==> src/rtl/mips_dbg_pkg.sv <==
// Shared encodings and default widths for the MIPS debug/bring-up controller.
package mips_dbg_pkg;

  localparam int unsigned DEF_INST_W  = 32;
  localparam int unsigned DEF_DATA_W  = 16;
  localparam int unsigned DEF_IMEM_AW = 10;
  localparam int unsigned DEF_DMEM_AW = 10;
  localparam int unsigned DEF_REG_AW  = 4;
  localparam int unsigned DEF_LEN_W   = 16;

  localparam logic [2:0] OP_NOP       = 3'd0;
  localparam logic [2:0] OP_LOAD_IMEM = 3'd1;
  localparam logic [2:0] OP_DUMP_REGS = 3'd2;
  localparam logic [2:0] OP_DUMP_DMEM = 3'd3;
  localparam logic [2:0] OP_RUN       = 3'd4;
  localparam logic [2:0] OP_HALT      = 3'd5;

  typedef enum logic [1:0] {
    ST_IDLE,
    ST_LOAD,
    ST_DUMP,
    ST_RUN
  } state_e;

endpackage

==> src/rtl/dbg_out_stage.sv <==
// Single-entry registered valid/ready output stage shared by register/memory dumps and PC trace.
module dbg_out_stage #(
  parameter int unsigned W = 32
) (
  input  logic         clock,
  input  logic         reset_n,
  input  logic         load,
  input  logic [W-1:0] load_data,
  input  logic         load_last,
  input  logic         rd_ready,
  output logic         rd_valid,
  output logic [W-1:0] rd_data,
  output logic         rd_last,
  output logic         can_load
);

  logic         valid_q;
  logic [W-1:0] data_q;
  logic         last_q;

  // Refill in the same cycle the current beat is consumed to sustain one beat per cycle.
  assign can_load = !valid_q || rd_ready;

  always_ff @(posedge clock or negedge reset_n) begin
    if (!reset_n) begin
      valid_q <= 1'b0;
      data_q  <= '0;
      last_q  <= 1'b0;
    end else if (load && can_load) begin
      valid_q <= 1'b1;
      data_q  <= load_data;
      last_q  <= load_last;
    end else if (rd_ready) begin
      valid_q <= 1'b0;
    end
  end

  assign rd_valid = valid_q;
  assign rd_data  = data_q;
  assign rd_last  = last_q;

endmodule

==> src/rtl/mips_debug_ctrl.sv <==
// Host-command debug controller: IMEM load, regfile/DMEM dump, counted/free run of the core.
// Optional PC trace during RUN is enabled by defining MIPS_DBG_TRACE_EN.
module mips_debug_ctrl
  import mips_dbg_pkg::*;
#(
  parameter int unsigned INST_W  = DEF_INST_W,
  parameter int unsigned DATA_W  = DEF_DATA_W,
  parameter int unsigned IMEM_AW = DEF_IMEM_AW,
  parameter int unsigned DMEM_AW = DEF_DMEM_AW,
  parameter int unsigned REG_AW  = DEF_REG_AW,
  parameter int unsigned LEN_W   = DEF_LEN_W
) (
  input  logic               clock,
  input  logic               reset_n,
  input  logic               cmd_valid,
  output logic               cmd_ready,
  input  logic [2:0]         cmd_op,
  input  logic [IMEM_AW-1:0] cmd_addr,
  input  logic [LEN_W-1:0]   cmd_len,
  input  logic               wr_valid,
  output logic               wr_ready,
  input  logic [INST_W-1:0]  wr_data,
  output logic               rd_valid,
  input  logic               rd_ready,
  output logic [INST_W-1:0]  rd_data,
  output logic               rd_last,
  output logic               imem_we,
  output logic [IMEM_AW-1:0] imem_addr,
  output logic [INST_W-1:0]  imem_wdata,
  output logic [DMEM_AW-1:0] dmem_addr,
  input  logic [DATA_W-1:0]  dmem_rdata,
  output logic [REG_AW-1:0]  reg_addr,
  input  logic [DATA_W-1:0]  reg_rdata,
  input  logic [IMEM_AW-1:0] cpu_pc,
  output logic               cpu_run,
  output logic               busy,
  output logic               err
);

  state_e             state_q, state_d;
  logic [IMEM_AW-1:0] ptr_q, ptr_d;
  logic [LEN_W-1:0]   cnt_q, cnt_d;
  logic               src_dmem_q, src_dmem_d;
  logic               free_q, free_d;
  logic               err_q, err_d;
`ifdef MIPS_DBG_TRACE_EN
  logic               done_q, done_d;
`endif

  logic               idle_cmd;
  logic [IMEM_AW-1:0] rd_ptr;
  logic               rd_src_dmem;
  logic [DATA_W-1:0]  src_data;
  logic               out_load;
  logic [INST_W-1:0]  out_data;
  logic               out_last;
  logic               stage_free;
  logic               exec;
  logic               finish;

  // The first dump beat is read straight from the command so it is valid one cycle after accept.
  assign idle_cmd    = (state_q == ST_IDLE) && cmd_valid;
  assign rd_ptr      = idle_cmd ? cmd_addr : ptr_q;
  assign rd_src_dmem = idle_cmd ? (cmd_op == OP_DUMP_DMEM) : src_dmem_q;
  assign src_data    = rd_src_dmem ? dmem_rdata : reg_rdata;
  assign reg_addr    = rd_ptr[REG_AW-1:0];
  assign dmem_addr   = rd_ptr[DMEM_AW-1:0];
  assign imem_addr   = ptr_q;

`ifndef MIPS_DBG_TRACE_EN
  logic unused_pc;
  assign unused_pc = ^cpu_pc;
`endif

  always_comb begin
    state_d    = state_q;
    ptr_d      = ptr_q;
    cnt_d      = cnt_q;
    src_dmem_d = src_dmem_q;
    free_d     = free_q;
    err_d      = err_q;
`ifdef MIPS_DBG_TRACE_EN
    done_d     = done_q;
`endif
    cmd_ready  = 1'b0;
    wr_ready   = 1'b0;
    imem_we    = 1'b0;
    imem_wdata = '0;
    out_load   = 1'b0;
    out_data   = '0;
    out_last   = 1'b0;
    exec       = 1'b0;
    finish     = 1'b0;
    unique case (state_q)
      ST_IDLE: begin
        cmd_ready = 1'b1;
        if (cmd_valid) begin
          case (cmd_op)
            OP_LOAD_IMEM: begin
              if (cmd_len != '0) begin
                state_d = ST_LOAD;
                ptr_d   = cmd_addr;
                cnt_d   = cmd_len;
              end
            end
            OP_DUMP_REGS, OP_DUMP_DMEM: begin
              if (cmd_len != '0) begin
                state_d    = ST_DUMP;
                src_dmem_d = rd_src_dmem;
                out_load   = 1'b1;
                out_data   = INST_W'(src_data);
                out_last   = (cmd_len == LEN_W'(1));
                ptr_d      = cmd_addr + IMEM_AW'(1);
                cnt_d      = cmd_len - LEN_W'(1);
              end
            end
            OP_RUN: begin
              state_d = ST_RUN;
              cnt_d   = cmd_len;
              free_d  = (cmd_len == '0);
`ifdef MIPS_DBG_TRACE_EN
              done_d  = 1'b0;
`endif
            end
            OP_NOP, OP_HALT: ;
            default: err_d = 1'b1;
          endcase
        end
      end
      ST_LOAD: begin
        wr_ready = 1'b1;
        if (wr_valid) begin
          imem_we    = 1'b1;
          imem_wdata = wr_data;
          ptr_d      = ptr_q + IMEM_AW'(1);
          cnt_d      = cnt_q - LEN_W'(1);
          if (cnt_q == LEN_W'(1)) state_d = ST_IDLE;
        end
      end
      ST_DUMP: begin
        if (cnt_q != '0 && stage_free) begin
          out_load = 1'b1;
          out_data = INST_W'(src_data);
          out_last = (cnt_q == LEN_W'(1));
          ptr_d    = ptr_q + IMEM_AW'(1);
          cnt_d    = cnt_q - LEN_W'(1);
        end
        if (rd_valid && rd_ready && rd_last) state_d = ST_IDLE;
      end
      ST_RUN: begin
        cmd_ready = 1'b1;
`ifdef MIPS_DBG_TRACE_EN
        // A pending unaccepted trace beat freezes the core; frozen cycles are not counted.
        exec = !done_q && stage_free;
        if (exec) begin
          out_load = 1'b1;
          out_data = INST_W'(cpu_pc);
        end
`else
        exec = 1'b1;
`endif
        if (exec && !free_q) begin
          cnt_d = cnt_q - LEN_W'(1);
          if (cnt_q == LEN_W'(1)) finish = 1'b1;
        end
        if (cmd_valid) begin
          if (cmd_op == OP_HALT) finish = 1'b1;
          else err_d = 1'b1;
        end
        if (finish) cnt_d = '0;
`ifdef MIPS_DBG_TRACE_EN
        if (finish) done_d = 1'b1;
        if (done_q && stage_free) begin
          state_d = ST_IDLE;
          done_d  = 1'b0;
        end
`else
        if (finish) state_d = ST_IDLE;
`endif
      end
      default: state_d = ST_IDLE;
    endcase
  end

  always_ff @(posedge clock or negedge reset_n) begin
    if (!reset_n) begin
      state_q    <= ST_IDLE;
      ptr_q      <= '0;
      cnt_q      <= '0;
      src_dmem_q <= 1'b0;
      free_q     <= 1'b0;
      err_q      <= 1'b0;
`ifdef MIPS_DBG_TRACE_EN
      done_q     <= 1'b0;
`endif
    end else begin
      state_q    <= state_d;
      ptr_q      <= ptr_d;
      cnt_q      <= cnt_d;
      src_dmem_q <= src_dmem_d;
      free_q     <= free_d;
      err_q      <= err_d;
`ifdef MIPS_DBG_TRACE_EN
      done_q     <= done_d;
`endif
    end
  end

  dbg_out_stage #(
    .W(INST_W)
  ) u_out (
    .clock    (clock),
    .reset_n  (reset_n),
    .load     (out_load),
    .load_data(out_data),
    .load_last(out_last),
    .rd_ready (rd_ready),
    .rd_valid (rd_valid),
    .rd_data  (rd_data),
    .rd_last  (rd_last),
    .can_load (stage_free)
  );

  assign cpu_run = exec;
  assign busy    = (state_q != ST_IDLE);
  assign err     = err_q;

endmodule

==> config.mk <==
export PLATFORM = sky130hd
export DESIGN_NAME = mips_debug_ctrl
export DESIGN_NICKNAME = d
export VERILOG_FILES = /design/src/rtl/mips_dbg_pkg.sv /design/src/rtl/dbg_out_stage.sv /design/src/rtl/mips_debug_ctrl.sv
export SDC_FILE = /design/constraint.sdc
export NUM_CORES = 1
export LEC_CHECK = 0
export CORE_MARGIN = 8
export CORE_UTILIZATION = 36
export CTS_CLUSTER_SIZE = 40
export DETAILED_ROUTE_END_ITERATION = 16
export PLACE_DENSITY_LB_ADDON = 0.3
export SLEW_MARGIN = 10
export SYNTH_ARGS = -nofsm -noshare
export SYNTH_HDL_FRONTEND = slang
export SYNTH_SLANG_ARGS = --single-unit
==> constraint.sdc <==
create_clock -name clock -period 5.05 [get_ports clock]
set_input_delay 0.7575 -clock clock [delete_from_list [all_inputs] [get_ports clock]]
set_output_delay 0.7575 -clock clock [all_outputs]
set_load 0.005 [all_outputs]
==> summary.md <==
| Metric | Value |
|---|---|
| Outcome | `complete, no violations` |
| #FFs+latches synth | `49` |
| Synth-to-layout area growth | `48.5%` |
| Core Area | `around 11,000 um2` |
| TritonCTS clock tree | `yes` |
| Total grt overflow | `0` |
| Width of the die | `~120 um` |
| Worst-path clk slew | `90 ps` |
| Crit-path slowest cell | `clkdlybuf4s50_1` |
| Vias | `about 4,100` |
| Synth Flop Type | `dfrtp_1` |
| CP delay by family, top | `buffers and inverters` |
| Area leader, netlist | `dfrtp_1` |
| YS warnings | `0` |
| Worst ir drop on vdd | `between 0.0002 and 0.00025 V` |
| Die Area | `14,500 um2` |
| Final period util | `~69%` |
| H-tree Lvls | `2` |
| Clock Sinks | `49` |
| Post-layout min period | `between 3000 and 4000 ps` |
| Worst Slack Setup Final | `~1600 ps` |
| RSZ-0062 raised after global routing | `no` |
| Crit path cell chain | `clkdlybuf4s50_1 -> inv_1 -> a32oi_1 -> nand3b_1 -> a211oi_1 -> a21oi_1` |
| Die H | `between 100 and 150 um` |
| Post-synth cell types | `56` |
| Drt pass-1 iters | `5` |
| Global-route wire length before repair | `20.7 mm` |
| Worst skew pair latency | `300 ps` |
| Max transition margin | `~20%` |
| Worst EP arrival | `3620 ps` |
| Area share of the largest cell type after synthesis | `a little under a third` |
| Resized Gates After CTS | `0` |
| Initial Util | `between 30 and 40%` |
| Power Density | `about 470 nW/um2` |
| Residual DRC | `0` |
| HP Start | `u_out.rd_data[7]$_DFFE_PN0P_` |
| Setup Buffers After CTS | `0` |
| Hold Path End | `u_out.rd_data[7]$_DFFE_PN0P_` |
| CTS Hold Bufs | `0` |
| Pleak | `approximately 0.0025 uW` |
| Final HPWL DP | `10.1 mm` |
| Fin. Hold Viols | `0` |
| Max Freq | `approximately 0.29 GHz` |
| Initial antenna violation count | `0` |
| Worst R2R Path Depth | `6` |
| Routed len/inst | `approximately 16 um` |
| Max Cap Viol | `0` |
| Largest net degree at the start of global routing | `50` |
| Row cnt | `38` |
| Reg2Reg Setup Slack | `2040 ps` |
| Setup CP Type | `input pin to flip-flop` |
| CP Max Fanout | `34` |
| GRT Total Usage | `between 15 and 20%` |
| Crit Reg-Reg Endpoint | `cnt_q[1]$_DFFE_PN0P_` |
| Hold Path Depth | `2` |
| Cell Count, Final, Fillers Out | `~780` |
| Worst EP required | `around 5200 ps` |
| Setup slack after placement | `about 1300 ps` |
| Routability congestion estimate | `about 0.83` |
| Top cells by area, synth | `dfrtp_1 (31%), o21ai_1 (5.6%), and3_1 (5.3%), mux2i_1 (4.1%), buf_4 (4.0%)` |
| Reg2reg start | `state_q[1]$_DFFE_PN0P_` |
| Final setup fails | `0` |
| Antenna Cells | `0` |
| Synth Instances | `about 500` |
| Commonest non-fill, non-tap cell in the layout | `clkdlybuf4s50_1` |
| Input/output buffers | `between 150 and 200` |
| Critical Path Max Stage Delay | `a little over 1000 ps` |
| Slew Limit Fails | `0` |
| Post-synth ARST share | `100%` |
| CP endpoint kind | `flip-flop` |
| Final nets | `762` |
| Max Root-Sink Buffers | `2` |
| Initial DRC Count | `287` |
| Placed cell count | `775` |
| Fill count | `approximately 1,000` |
| Share of layout cells above drive strength 1 | `5.13%` |
| Detail Route Antenna Nets | `0` |
| Mapped Area | `between 3000 and 4000 um2` |
| # IOs | `between 200 and 250` |
| TritonCTS Buffers | `5` |
| Worst setup SP type | `input pin` |
| Hold Path Class | `flip-flop to flip-flop` |
| Root Driver | `clkbuf_8` |
| Routed WL | `about 13 mm` |
| Final setup skew | `about 6.5 ps` |
| Sequential area share after synthesis | `between 30% and 40%` |
| Setup Total Neg Slack | `0 ps` |
| Post-synth EDFFs | `0` |
| Crit path buf inv count | `2` |
| Vias in the first global route | `between 4,000 and 5,000` |
| Most frequent cells in the layout | `clkdlybuf4s50_1 (176), dfrtp_1 (49), o21ai_1 (44)` |
| Vias per cell | `about 5.2` |
| Syn_area_per_cell | `a little over 8 um2` |
| Actual transition at the worst max-transition pin | `approximately 1200 ps` |
-- cells in the mapped netlist (3+ instances only) --
library cell and n:
a211o_1 8, a21oi_1 26, and3_1 33, buf_2 5, buf_4 21, clkbuf_1 19, dfrtp_1 49, ha_1 12
inv_1 13, mux2_2 10, mux2i_1 16, nand2_1 42, nand3_1 19, nand3b_1 3, nand4_1 7, nor2_1 31
nor3_1 20, nor3b_1 4, nor4_1 20, nor4b_1 4, o21ai_0 9, o21ai_1 44, o31ai_1 6, or3_1 4
xnor2_1 6, xor2_1 17
-- worst max path at each step --
stage | startpoint | endpoint | slack [ps] | cells after the start
after floorplan | cmd_valid | reg_addr[1] | 2590 | 4
after global placement | wr_valid | cnt_q[0]$_DFFE_PN0P_ | 1410 | 6
after detailed placement | wr_valid | cnt_q[0]$_DFFE_PN0P_ | 1300 | 6
after CTS | wr_valid | cnt_q[0]$_DFFE_PN0P_ | 1650 | 6
after global routing | wr_valid | cnt_q[0]$_DFFE_PN0P_ | 1210 | 6
final | wr_valid | cnt_q[1]$_DFFE_PN0P_ | 1580 | 6
-- cell type report --
type | count | area, um2 | share of cell area (%)
timing repair buffer | 180 | 1790 | 30.7
sequential | 49 | 1230 | 21.0
multi-input combinational | 392 | 2450 | 42.1
clock buffer | 5 | 68.8 | 1.18
inverter | 14 | 52.6 | 0.901
clock inverter | 3 | 65.1 | 1.12
tap | 140 | 175 | 3.00
-- power by group --
part / internal [uW] / total (uW) / switching (uW)
Combinational: 852 / 1650 / 800
Clock: 197 / 334 / 137
Sequential: 571 / 773 / 202
Total: 1620 / 2760 / 1140
-- logic make-up after synthesis --
logic type               synth area share (%)
adder cells (fa/ha/maj)                  3.82
other                                  0.0955
flip-flops                               31.2
buffers and inverters                    8.00
multiplexers                             7.23
AO/OA/AOI/OAI                            16.6
XOR/XNOR                                 5.13
AND/OR/NAND/NOR                          27.9
-- registers in the layout (all words and copies together) (netlist names) --
| signal | cells |
|---|---|
| src_dmem_q | 1 |
| u_out.rd_valid | 1 |
| u_out.rd_data | 16 |
| imem_addr | 10 |
| free_q | 1 |
| err | 1 |
| cnt_q | 16 |
| u_out.rd_last | 1 |
| state_q | 2 |
-- worst min-delay path: cells and delay by family (launching register included) --
family           cells  cell delay, ps
AO/OA/AOI/OAI        1              60
flip-flops           1             350
AND/OR/NAND/NOR      1              50
-- per-layer routing --
metal	global-route usage (%)	share of wire (%)	vias to the layer above	wire (um)
met3	4.52	6.1	11	790
met5	0	0	-	0
met2	30.8	52	99	6660
li1	-	-	2046	-
met4	3.04	0.91	0	118
met1	20.3	41	1925	5330
-- through the flow --
stage | util (%) | power, uW | instance area, um2 | hold WS [ps]
2_1_floorplan | - | 1710 | 3980 | 462
3_3_place_gp | 53.0 | 2390 | 5700 | 459
3_5_place_dp | 53.0 | 2430 | 5700 | 463
4_1_cts | 54.3 | 2780 | 5830 | 498
5_1_grt | 54.3 | 2990 | 5830 | 525
6_report | 54.3 | 2760 | 5830 | 489
No activity file was read; power rests on OpenSTA's default activity.
